<file path="config.mk">
export PLATFORM = sky130hd
export DESIGN_NAME = neuron_accumulator
export DESIGN_NICKNAME = d
export VERILOG_FILES = /design/src/rtl/neuron_accumulator.sv
export SDC_FILE = /design/constraint.sdc
export NUM_CORES = 1
export LEC_CHECK = 0
export BUFFER_PORTS_ARGS = -buffer_cell sky130_fd_sc_hd__buf_2
export CORE_MARGIN = 3
export CORE_UTILIZATION = 33
export DETAILED_ROUTE_END_ITERATION = 8
export GPL_TIMING_DRIVEN = 0
export PLACE_DENSITY_LB_ADDON = 0.3
export SYNTH_ARGS = -nofsm -noshare
export SYNTH_HDL_FRONTEND = slang
export SYNTH_SLANG_ARGS = --single-unit
</file>
<file path="constraint.sdc">
create_clock -name clk -period 5.4 [get_ports clk]
set_input_delay 0.54 -clock clk [delete_from_list [all_inputs] [get_ports clk]]
set_output_delay 0.54 -clock clk [all_outputs]
set_load 0.02 [all_outputs]
</file>
<file path="src/rtl/neuron_accumulator.sv">
// Sums NUM_INPUTS signed-magnitude Q5.10 products plus a bias in a Q15.10 accumulator,
// then applies optional ReLU and saturation and returns one activation per valid/ready handshake.
module neuron_accumulator #(
  parameter int NUM_INPUTS = 16,
  parameter bit RELU       = 1'b1
) (
  input  logic        clk,
  input  logic        reset,
  input  logic        start,
  input  logic [15:0] bias,
  input  logic        prod_valid,
  input  logic [15:0] product,
  output logic        busy,
  output logic        out_valid,
  input  logic        out_ready,
  output logic [15:0] neuron_out,
  output logic        overflow
);

  localparam int CW = (NUM_INPUTS > 1) ? $clog2(NUM_INPUTS) : 1;
  localparam logic [CW-1:0] LAST = CW'(NUM_INPUTS - 1);

  typedef enum logic [1:0] {IDLE, ACCUM, OUTPUT} state_t;

  state_t             state;
  logic signed [25:0] acc;
  logic [CW-1:0]      count;

  logic signed [25:0] sum;
  logic [25:0]        mag_full;
  logic [15:0]        result;
  logic               result_ov;

  function automatic logic signed [25:0] sm2tc(input logic [15:0] v);
    logic signed [25:0] m;
    m = {11'd0, v[14:0]};
    return v[15] ? -m : m;
  endfunction

  // The result is formed from the sum that includes the product arriving this cycle,
  // so it can be registered on the same edge as the final product.
  always_comb begin
    sum       = acc + sm2tc(product);
    mag_full  = sum[25] ? 26'(-sum) : 26'(sum);
    result    = 16'h0000;
    result_ov = 1'b0;
    if (RELU && sum[25]) begin
      result    = 16'h0000;
      result_ov = 1'b0;
    end else if (mag_full > 26'h0007FFF) begin
      result    = {sum[25], 15'h7FFF};
      result_ov = 1'b1;
    end else begin
      result    = {sum[25] && (mag_full != 26'd0), mag_full[14:0]};
      result_ov = 1'b0;
    end
  end

  always_ff @(posedge clk) begin
    if (!reset) begin
      state      <= IDLE;
      acc        <= '0;
      count      <= '0;
      busy       <= 1'b0;
      out_valid  <= 1'b0;
      overflow   <= 1'b0;
      neuron_out <= 16'h0000;
    end else begin
      case (state)
        IDLE: begin
          if (start) begin
            acc   <= sm2tc(bias);
            count <= '0;
            busy  <= 1'b1;
            state <= ACCUM;
          end
        end
        ACCUM: begin
          if (prod_valid) begin
            acc   <= sum;
            count <= count + 1'b1;
            if (count == LAST) begin
              state      <= OUTPUT;
              out_valid  <= 1'b1;
              neuron_out <= result;
              overflow   <= result_ov;
            end
          end
        end
        OUTPUT: begin
          // neuron_out and overflow are left untouched so they persist past the handshake.
          if (out_ready) begin
            state     <= IDLE;
            out_valid <= 1'b0;
            busy      <= 1'b0;
          end
        end
        default: state <= IDLE;
      endcase
    end
  end

endmodule

</file>
; ---- Yosys cells after proc, flatten, opt, wreduce, memory -nomap -nowiden
; Cells that the tools add are included.
[word_totals]
elab_cells = 55
out_inout_bits = 19
input_bits = 37
register_bits = 51
[op_classes]
n_addsub = 5
n_eq_ne = 7
n_lt_le_gt_ge = 1
n_reduce_logical = 11
n_mux = 24
[ops]
columns = op, n
row1 = 26-bit 2-to-1 mux, 5
row2 = 15-bit negator with 26-bit output, 2
row3 = 26-bit one-hot mux with 2 select lines, 1
row4 = 16-bit 2-to-1 mux, 2
row5 = 26-bit adder, 1
row6 = "26-bit by 15-bit greater-than comparator with 1-bit output, second input constant", 1
row7 = 26-bit negator, 1
row8 = 26-bit nonzero test, 1
row9 = 3-bit AND reduction, 3
row10 = 2-bit 2-to-1 mux, 4
row11 = 4-bit 2-to-1 mux, 2
row12 = "2-bit != test, second input constant", 4
row13 = 4-bit one-hot mux with 2 select lines, 1
row14 = 4-bit AND reduction, 2
row15 = 1-bit 2-to-1 mux, 6
row16 = 2-bit one-hot mux with 3 select lines, 1
row17 = 2-bit nonzero test, 3
row18 = "4-bit by 1-bit adder with 4-bit output, second input constant", 1
row19 = "4-bit == test, second input constant", 1
row20 = 1-bit one-hot mux with 2 select lines, 2
row21 = "2-bit by 1-bit == test with 1-bit output, second input constant", 1
row22 = "2-bit == test, second input constant", 1
row23 = 2-bit zero test, 1
row24 = 1-bit logical AND, 1

; ---- Logic depth before layout (Yosys ltp)
; Gate-level depths: netlist of run 1.
[depth]
depth_word = 9
depth_mapped = 21
ltp_nobuf = 18

; ---- Worst setup path before layout of run 1
; OpenSTA, ideal clock, no wires.
[synth_timing]
path_type = input -> register
start = in product[8]
end = reg neuron_out[13]
arrival_ns = 4.971
path_buffers = 2
setup_ns = 0.135
required_ns = 5.265
cell_stages = 19
setup_slack_ns = 0.294
cell_sequence = or4_1 -> or3_1 -> or2_1 -> o21ai_0 -> xnor2_1 -> ha_1 -> a21oi_1 -> o21ai_0 -> or3_1 -> nor3_1 -> nor3_1 -> or4_4 -> a2111oi_0 -> nor3_1 -> a211oi_2 -> and4_1 -> buf_6 -> buf_6 -> a31oi_1
[synth_between]
elab_chain_cells = 8
[synth_lines]
columns = element, line_no
row1 = from (decl), 12  ; input logic [15:0] product,
row2 = 15-bit negator with 26-bit output, 37  ; return v[15] ? -m : m;
row3 = 26-bit 2-to-1 mux *, 37
row4 = 26-bit adder *, 43  ; sum = acc + sm2tc(product);
row5 = 26-bit negator, 44  ; mag_full = sum[25] ? 26'(-sum) : 26'(sum);
row6 = 26-bit 2-to-1 mux, 44
row7 = 26-bit by 15-bit greater-than comparator with 1-bit output, 50  ; end else if (mag_full > 26'h0007FFF) begin
row8 = 16-bit 2-to-1 mux, 50
row9 = 16-bit 2-to-1 mux *, 47  ; if (RELU && sum[25]) begin
row10 = to (signal assigned), 85  ; neuron_out <= result;
row11 = to (decl), 16  ; output logic [15:0] neuron_out,
; Mark *: on every way between the ends. The rest lies on a longest branch, timed or not.
; A chain may end at the register's enable or synchronous reset.

; ---- Final worst setup path of run 1
[layout_timing]
start = in product[8]
end = reg neuron_out[0]
; Same word-level chain as after synthesis.

==> flow_metrics.py, run 1 <==
metrics = {
    "yosys": {
        "synth-seq-area-share": 0.204,
        "async_flop_share": 0,
        "yosysTopAreaCell": "dfxtp_1",
        "ys_warn_count": 0,
        "synth_area_um2": 5010,
        "postSynthCellCount": 663,
        "ys_types": 85,
        "synth_area_per_cell_um2": 7.56,
        "synth-seq-cells": 51,
        "synth_nets": 731,
        "ys.flop_type": "dfxtp_1",
        "synth_top_area_frac": 0.204,
        "synth-edff-count": 0,
        "synth_area_leaders": "dfxtp_1, ha_1, a21oi_1",
        "synth_commonest_cells": "nand2_1, nor2_1, a21oi_1, dfxtp_1, o21ai_0",
    },
    "hold_path": {
        "min_path_type": "in -> reg",
        "min_to": "out_valid",
        "hold_depth": 2,
        "min_from": "out_ready",
    },
    "finish": {
        "nets": 795,
        "diodes": 0,
        "multi_input_area_um2": 3920,
        "regArea_um2": 1020,
        "fillers": 1540,
        "final_cells": 912,
        "drive_above_1_share": 0.184,
        "area_growth_pct": 17.4,
    },
    "clocking": {
        "cts_made_buffers": 5,
        "h-tree-depth": 2,
        "path_clk_slew_ps": 70,
        "insertion_delay_ps": 310,
        "ctsRootBufferMaster": "clkbuf_16",
        "clockBufferDepth": 2,
        "cts_tree": "yes",
        "cts_sinks": 51,
    },
    "grt": {
        "antenna_found_initial": 0,
        "grt_use_total": 0.194,
        "grt_pass1_wl_mm": 26.0,
        "grt_overflow": 0,
        "grt_pass1_vias": 4812,
        "grt_max_degree": 17,
    },
    "sta": {
        "fin_crit_sh": 0.960,
        "drv_slew": 0,
        "tightest_slew_ps": 1100,
        "hold_violations": 0,
        "clock_skew_ps": 15.4,
        "finalSetupViolations": 0,
        "slew_headroom": 0.257,
        "fmax_mhz": 193,
        "period_minus_slack_ps": 5180,
        "worst_slack_ps": 215,
    },
    "place": {
        "post-place-cells": 902,
        "dp_hpwl_mm": 12.6,
        "portBuffers": 55,
        "place.gp.congestion": 0.929,
        "pre_cts_slack_ps": -457,
    },
    "floorplan": {
        "die_w_um": 129,
        "num_rows": 44,
        "core_area_um2": 14700,
        "io_pins": 56,
        "die-height_um": 129,
        "initial_core_util": 0.341,
        "die_area_um2": 16700,
    },
    "power": {
        "power.leakage_nw": 2.34,
        "combPwrFrac": 0.501,
        "p_sw_w": 0.000681,
        "p_sw_frac": 0.422,
        "seq_power_share": 0.260,
        "power_frac_clock": 0.240,
        "irDropWorstVdd_uv": 159,
        "p_int_w": 0.000933,
        "power_density_nw_per_um2": 274,
    },
    "detailed_routing": {
        "drt-total-wl_mm": 16.0,
        "drt_iter0_markers": 312,
        "antenna_left": 0,
        "first_pass_iters": 5,
        "routedWlPerCell_um": 17.6,
        "viasPerCell": 5.67,
        "vias": 5170,
        "route.detailed.drc": 0,
    },
    "setup_path": {
        "cp.required_ps": 5570,
        "critPathLaunchType": "input pin",
        "crit_fanout": 10,
        "critical_path_class": "in -> reg",
        "reg2reg_slack_ps": 1250,
        "worstRegToRegCells": 16,
        "crit_arrival_ps": 5350,
        "r2r_start": "acc[0]",
        "endpoint_kind": "flip-flop",
        "rr_endpoint": "neuron_out[0]",
    },
    "flow_run": {
        "max-cap-violations": 0,
    },
    "run_status": {
        "outcome": "finished, final reports clean",
    },
}
## layer usage
layer / GRT usage / wire, um / part of all wire / vias up
li1: - / - / - / 2600
met1: 0.285 / 7980 / 0.50 / 2412
met2: 0.299 / 7020 / 0.44 / 139
met3: 0.0218 / 695 / 0.043 / 19
met4: 0.0574 / 321 / 0.020 / 0
met5: 0 / 0 / 0 / -
## worst max-delay path, stage by stage
cell      delay [ps]
buf_2            110
or4_1            550
or3_1            340
a21o_1           290
xor2_1           190
ha_1             300
buf_2            180
and4_1           240
and2_1           210
nor3_2           310
xnor2_2          210
or4_1            650
nor4_2           310
o21ai_0          120
o211ai_1         190
and4_1           230
buf_6            130
buf_6            130
a31oi_1           90
## stage by stage
step                hold slack (ps)  setup TNS, ps  power [W]  utilization  instance area (um^2)
finish                          481              0    0.00161        0.400                  5880
global placement                466          -5870    0.00118        0.375                  5520
detailed placement              477          -6170    0.00118        0.375                  5520
global route                    507          -59.3    0.00172        0.400                  5880
floorplan                       448              0   0.000969            -                  5010
CTS                             475              0    0.00156        0.388                  5700
## layout make-up
class,instances,share of cell area
plain buffers,37,0.0308
clock buffers,6,0.0236
clock inverters,2,0.00659
inverters,17,0.0108
multi-input cells,558,0.666
flip-flops and latches,51,0.174
well taps,184,0.0391
repair buffers,57,0.0493
## sequential cells by signal (all words and copies together), names as in the netlist
register / cells
busy: 1
acc: 26
out_valid: 1
neuron_out: 16
count: 4
overflow: 1
state: 2
## cell usage in the layout, fill, tap and decap left out, types with 6 or more instances in the layout
cell / synthesis / final
nor2_1: 57 / 57
dfxtp_1: 51 / 51
xnor2_1: 22 / 20
nand3_1: 15 / 15
a21oi_1: 51 / 47
ha_1: 30 / 29
buf_2: 10 / 63
nor3_1: 22 / 18
a211oi_1: 14 / 10
o21ai_0: 46 / 44
o211ai_1: 16 / 16
nand2b_1: 8 / 8
a21boi_0: 12 / 11
nand4_1: 7 / 7
nor3_2: 2 / 6
o21a_1: 16 / 16
a21o_1: 18 / 18
xor2_1: 19 / 18
or3_1: 12 / 12
nor2b_1: 14 / 14
nand2_1: 57 / 57
inv_1: 16 / 16
o31ai_1: 8 / 7
a21oi_2: 3 / 6
clkbuf_1: 23 / 21
## cells by family after synthesis
kind of cell / Yosys count / share of synthesized area
buffers and inverters: 54 / 0.0474
multiplexers: 2 / 0.00424
AND/OR/NAND/NOR: 242 / 0.260
adder cells (fa/ha/maj): 31 / 0.0789
flip-flops: 51 / 0.204
XOR/XNOR: 43 / 0.0781
AO/OA/AOI/OAI: 240 / 0.328
## worst max path at each step
stage	startpoint	end	slack [ps]	cells after the start
3_5_place_dp	product[8]	neuron_out[0]	-460	19
2_1_floorplan	product[8]	neuron_out[13]	290	19
3_3_place_gp	product[8]	neuron_out[0]	-450	19
6_report	product[8]	neuron_out[0]	220	19
5_1_grt	product[8]	neuron_out[0]	-30	20
4_1_cts	product[8]	neuron_out[0]	10	20
## power by group through the flow
stage          registers, W  clock network [W]  logic (W)
3_3_place_gp       0.000427                  0   0.000749
6_report           0.000419           0.000387   0.000808
5_1_grt            0.000422           0.000404   0.000893
4_1_cts            0.000418           0.000388   0.000757
2_1_floorplan      0.000418                  0   0.000551
3_5_place_dp       0.000427                  0   0.000749
## what timing repair did
action,in CTS,in global routing
pin swaps,0,3
hold buffers,0,0
resized for setup,3,36
setup endpoints to repair,16,16
gates cloned,0,0
setup buffers,0,2
No activity file was read; power rests on OpenSTA's default activity.
==> run 2: changes to the inputs <==
Settings changed: CORE_ASPECT_RATIO set to 1.5, TNS_END_PERCENT set to 1.
==> flow_metrics.py, run 2 (same netlist as run 1, synthesis figures left out) <==
metrics = {
    "run_status": {
        "outcome": "finished, final reports clean",
    },
    "clocking": {
        "h-tree-depth": 2,
        "cts_made_buffers": 5,
        "hold_buffers": 0,
        "clockBufferDepth": 2,
        "insertion_delay_ps": 300,
        "cts_tree": "yes",
        "ctsRootBufferMaster": "clkbuf_16",
        "cts_sinks": 51,
        "path_clk_slew_ps": 80,
    },
    "grt": {
        "busiest_layer": "met2",
        "grt_pass1_wl_mm": 26.1,
        "antenna_found_initial": 0,
        "grt_max_degree": 19,
        "grt_use_total": 0.195,
        "use_met2": 0.367,
        "grt_pass1_vias": 4983,
        "use_met1": 0.224,
        "grt_overflow": 0,
        "met3_usage": 0.0201,
    },
    "place": {
        "dp_hpwl_mm": 13.0,
        "place.gp.congestion": 0.925,
        "placed_area_um2": 5530,
        "portBuffers": 55,
        "post-place-cells": 914,
        "pre_cts_slack_ps": -755,
    },
    "finish": {
        "drive_above_1_share": 0.192,
        "diodes": 0,
        "final_cells": 925,
        "largest_register_ffs": 26,
        "nets": 796,
        "area_growth_pct": 17.5,
        "top_regs": "acc: 26 flops, neuron_out: 16 flops, count: 4 flops",
        "fin_area_um2": 5890,
        "layout_common_cells": "buf_2, nand2_1, nor2_1, dfxtp_1, a21oi_1",
        "final_common_cell": "buf_2",
        "fillers": 1640,
        "largest-register": "acc",
    },
    "sta": {
        "fin_crit_sh": 0.955,
        "fmax_mhz": 194,
        "worst_slack_ps": 241,
        "clock_skew_ps": 7.45,
        "rsz0062_at_grt": "false",
        "finalSetupViolations": 0,
        "period_minus_slack_ps": 5160,
        "drv_slew": 0,
        "tightest_slew_ps": 1130,
        "slew_headroom": 0.236,
        "fin_setup_tns_ps": 0,
        "hold_violations": 0,
    },
    "detailed_routing": {
        "drt_iter0_markers": 308,
        "drt-total-wl_mm": 16.3,
        "antenna_left": 0,
        "routedWlPerCell_um": 17.6,
        "vias": 5180,
        "viasPerCell": 5.60,
        "route.detailed.drc": 0,
        "first_pass_iters": 4,
    },
    "floorplan": {
        "num_rows": 54,
        "core_area_um2": 14700,
        "die_area_um2": 16700,
        "io_pins": 56,
        "die_w_um": 107,
        "initial_core_util": 0.340,
        "die-height_um": 157,
    },
    "hold_path": {
        "min_path_type": "in -> reg",
        "min_from": "out_ready",
    },
    "setup_path": {
        "slowest_delay_ps": 560,
        "path_buf_inv": 4,
        "startpoint": "product[8]",
        "crit_path_frequent_cell": "buf_6",
        "cp_slowest_cell": "or4_1",
        "cp_cell_sequence": "buf_2 -> or4_1 -> or3_1 -> or2_4 -> o21a_4 -> ha_1 -> clkbuf_4 -> nand4_1 -> or2_2 -> o22ai_2 -> nor3_2 -> xnor2_2 -> or4_4 -> a2111oi_2 -> nor3_1 -> a211oi_2 -> and4_1 -> buf_6 -> buf_6 -> a31oi_1",
        "critical_path_class": "in -> reg",
        "endpoint_kind": "flip-flop",
        "cp_top_family": "simple AND/OR/NAND/NOR gates",
        "crit_arrival_ps": 5330,
        "r2r_start": "acc[3]",
        "cp.required_ps": 5570,
        "crit_fanout": 10,
        "critPathLaunchType": "input pin",
    },
    "power": {
        "power.leakage_nw": 2.34,
        "irDropWorstVdd_uv": 194,
        "power_density_nw_per_um2": 266,
    },
    "flow_run": {
        "max-cap-violations": 0,
    },
}
## run 2: final timing paths
kind                                       to  slack [ps]  depth (start not counted)
worst max register to register  neuron_out[0]        1330                         15
worst min register to register         acc[2]         480                          2
worst min-delay path                out_valid         470                          2
worst max-delay path            neuron_out[0]         240                         20
## run 2: per-stage QoR
step | utilization | hold slack, ps | total power (W)
detailed placement | 0.376 | 470 | 0.00118
global route | 0.400 | 491 | 0.00167
global placement | 0.376 | 458 | 0.00118
finish | 0.400 | 475 | 0.00157
CTS | 0.389 | 471 | 0.00153
floorplan | - | 448 | 0.000969
## run 2: routing by layer
metal	up-vias	routed length (um)
li1	2609	-
met1	2418	6640
met2	119	8660
met3	34	461
met4	0	548
met5	-	0
## run 2: report_power, final
part           leakage [nW]  internal [W]  switching (W)
Clock                0.0719      0.000176       0.000162
Sequential            0.417      0.000399      0.0000183
Combinational          1.85      0.000305       0.000508
## run 2: cell type report
cell class	instances	area (um^2)	area share
timing repair buffer	58	298	0.0505
multi-input combinational	558	3930	0.668
tap	196	245	0.0416
clock buffer	5	125	0.0212
buffer	37	179	0.0304
inverter	17	63.8	0.0108
clock inverter	3	27.5	0.00467
sequential	51	1020	0.173
## run 2: repair_timing
item	CTS	global route
setup buffers	0	3
pin swaps	0	1
resized for setup	8	34
endpoints found under the setup margin	16	16
==> run 3: changes to the inputs <==
Settings changed: PLACE_DENSITY_LB_ADDON 0.3 to not set, REMOVE_ABC_BUFFERS set to 1, SLEW_MARGIN set to 40.
==> flow_metrics.py, run 3 (same netlist as run 1, synthesis figures left out) <==
metrics = {
    "floorplan": {
        "die_area_um2": 16700,
        "die-height_um": 157,
        "num_rows": 54,
        "die_w_um": 107,
        "core_area_um2": 14700,
        "io_pins": 56,
        "initial_core_util": 0.340,
    },
    "detailed_routing": {
        "route.detailed.drc": 0,
        "drt-total-wl_mm": 15.3,
        "first_pass_iters": 4,
        "routedWlPerCell_um": 17.2,
        "antenna_left": 0,
        "drt_iter0_markers": 288,
        "viasPerCell": 5.76,
        "vias": 5122,
    },
    "clocking": {
        "clockBufferDepth": 2,
        "cts_tree": "yes",
        "h-tree-depth": 2,
        "path_clk_slew_ps": 70,
        "hold_buffers": 0,
        "cts_made_buffers": 5,
        "ctsRootBufferMaster": "clkbuf_16",
        "cts_sinks": 51,
        "insertion_delay_ps": 300,
    },
    "sta": {
        "fin_crit_sh": 0.960,
        "slew_headroom": 0.468,
        "hold_violations": 0,
        "worst_slack_ps": 216,
        "drv_slew": 0,
        "finalSetupViolations": 0,
        "tightest_slew_ps": 797,
        "clock_skew_ps": 4.45,
        "fmax_mhz": 193,
        "period_minus_slack_ps": 5180,
    },
    "grt": {
        "grt_overflow": 0,
        "grt_use_total": 0.183,
        "grt_max_degree": 41,
        "grt_pass1_vias": 4969,
        "antenna_found_initial": 0,
        "grt_pass1_wl_mm": 24.9,
    },
    "setup_path": {
        "critPathLaunchType": "input pin",
        "critical_path_class": "in -> reg",
        "cp.required_ps": 5580,
        "crit_fanout": 8,
        "crit_arrival_ps": 5360,
        "endpoint_kind": "flip-flop",
    },
    "place": {
        "placed_area_um2": 5410,
        "post-place-cells": 879,
        "place.gp.congestion": 0.890,
        "portBuffers": 55,
        "dp_hpwl_mm": 11.6,
        "pre_cts_slack_ps": -753,
    },
    "finish": {
        "post-route-util": 0.392,
        "top_regs": "acc: 26 flops, neuron_out: 16 flops, count: 4 flops",
        "area_growth_pct": 15.1,
        "final_common_cell": "nand2_1",
        "final_cells": 889,
        "layout_common_cells": "nand2_1, nor2_1, buf_2, dfxtp_1, a21oi_1",
        "multi_input_area_um2": 3960,
        "nets": 760,
        "fin_area_um2": 5770,
        "diodes": 0,
        "largest-register": "acc",
        "drive_above_1_share": 0.188,
        "regArea_um2": 1020,
        "largest_register_ffs": 26,
        "fillers": 1595,
    },
    "power": {
        "p_total_w": 0.00160,
        "irDropWorstVdd_uv": 207,
        "power.leakage_nw": 2.27,
        "power_density_nw_per_um2": 277,
    },
    "run_status": {
        "outcome": "finished, final reports clean",
    },
    "hold_path": {
        "min_path_type": "in -> reg",
    },
    "flow_run": {
        "max-cap-violations": 0,
    },
}
run 3: cell count changes in the layout (fill, tap and decap cells not counted), moves of 2 or more:
cell      delta
clkbuf_1    -21
buf_2        -8
buf_6        -3
ha_1         -3
nor3_2       +3
and4_4       +2
buf_4        -2
clkbuf_2     -2
ha_2         +2
nor3_1       -2
o21ai_1      +2
run 3: worst paths after layout:
| path | startpoint | to | slack (ps) | depth (start not counted) |
|---|---|---|---|---|
| max | product[8] | neuron_out[2] | 220 | 17 |
| min reg2reg | acc[2] | acc[2] | 470 | 2 |
| min | out_ready | out_valid | 470 | 2 |
| max reg2reg | acc[0] | neuron_out[2] | 1310 | 14 |
run 3: cell type report:
| class | count | share of cell area |
|---|---|---|
| Multi-Input combinational cell | 559 | 0.686 |
| Sequential cell | 51 | 0.177 |
| Timing Repair Buffer | 58 | 0.0525 |
| Tap cell | 196 | 0.0425 |
| Clock buffer | 6 | 0.0241 |
| Inverter | 17 | 0.0111 |
| Clock inverter | 2 | 0.00672 |
run 3: worst max-delay path: stages:
cell,delay [ps]
buf_2,120
or4_1,560
or3_1,350
or2_4,300
o21ai_1,150
xnor2_1,170
ha_1,330
and4_1,190
and2_1,220
nor3_2,340
xnor2_2,200
or4_1,630
nor3_1,320
nor3_1,90
a211oi_2,360
and4_4,350
o211ai_1,110
run 3: per-layer routing:
metal  global-route usage  vias up  wire (um)
met5                    0        -          0
met1                0.214     2432       6500
met2                0.335      110       7730
li1                     -     2542          -
met3               0.0197       38        430
met4               0.0823        0        597
run 3: power breakdown:
part | total (W) | switching (W) | internal [W]
Sequential | 0.000415 | 0.0000160 | 0.000399
Clock | 0.000387 | 0.000154 | 0.000233
Combinational | 0.000795 | 0.000492 | 0.000303
Total | 0.00160 | 0.000662 | 0.000935
run 3: what timing repair did:
item / 4_1_cts / 5_1_grt
pin swaps: 1 / 4
endpoints found under the setup margin: 16 / 16
gates cloned: 1 / 0
buffers inserted: 0 / 1
hold endpoints to repair: 0 / 0
gates resized for setup: 13 / 23
run 3: metrics by stage:
stage	hold WS (ps)	setup TNS, ps
finish	472	0
global placement	461	-11630
detailed placement	465	-11560
floorplan	448	0
global route	483	-94.9
CTS	471	0
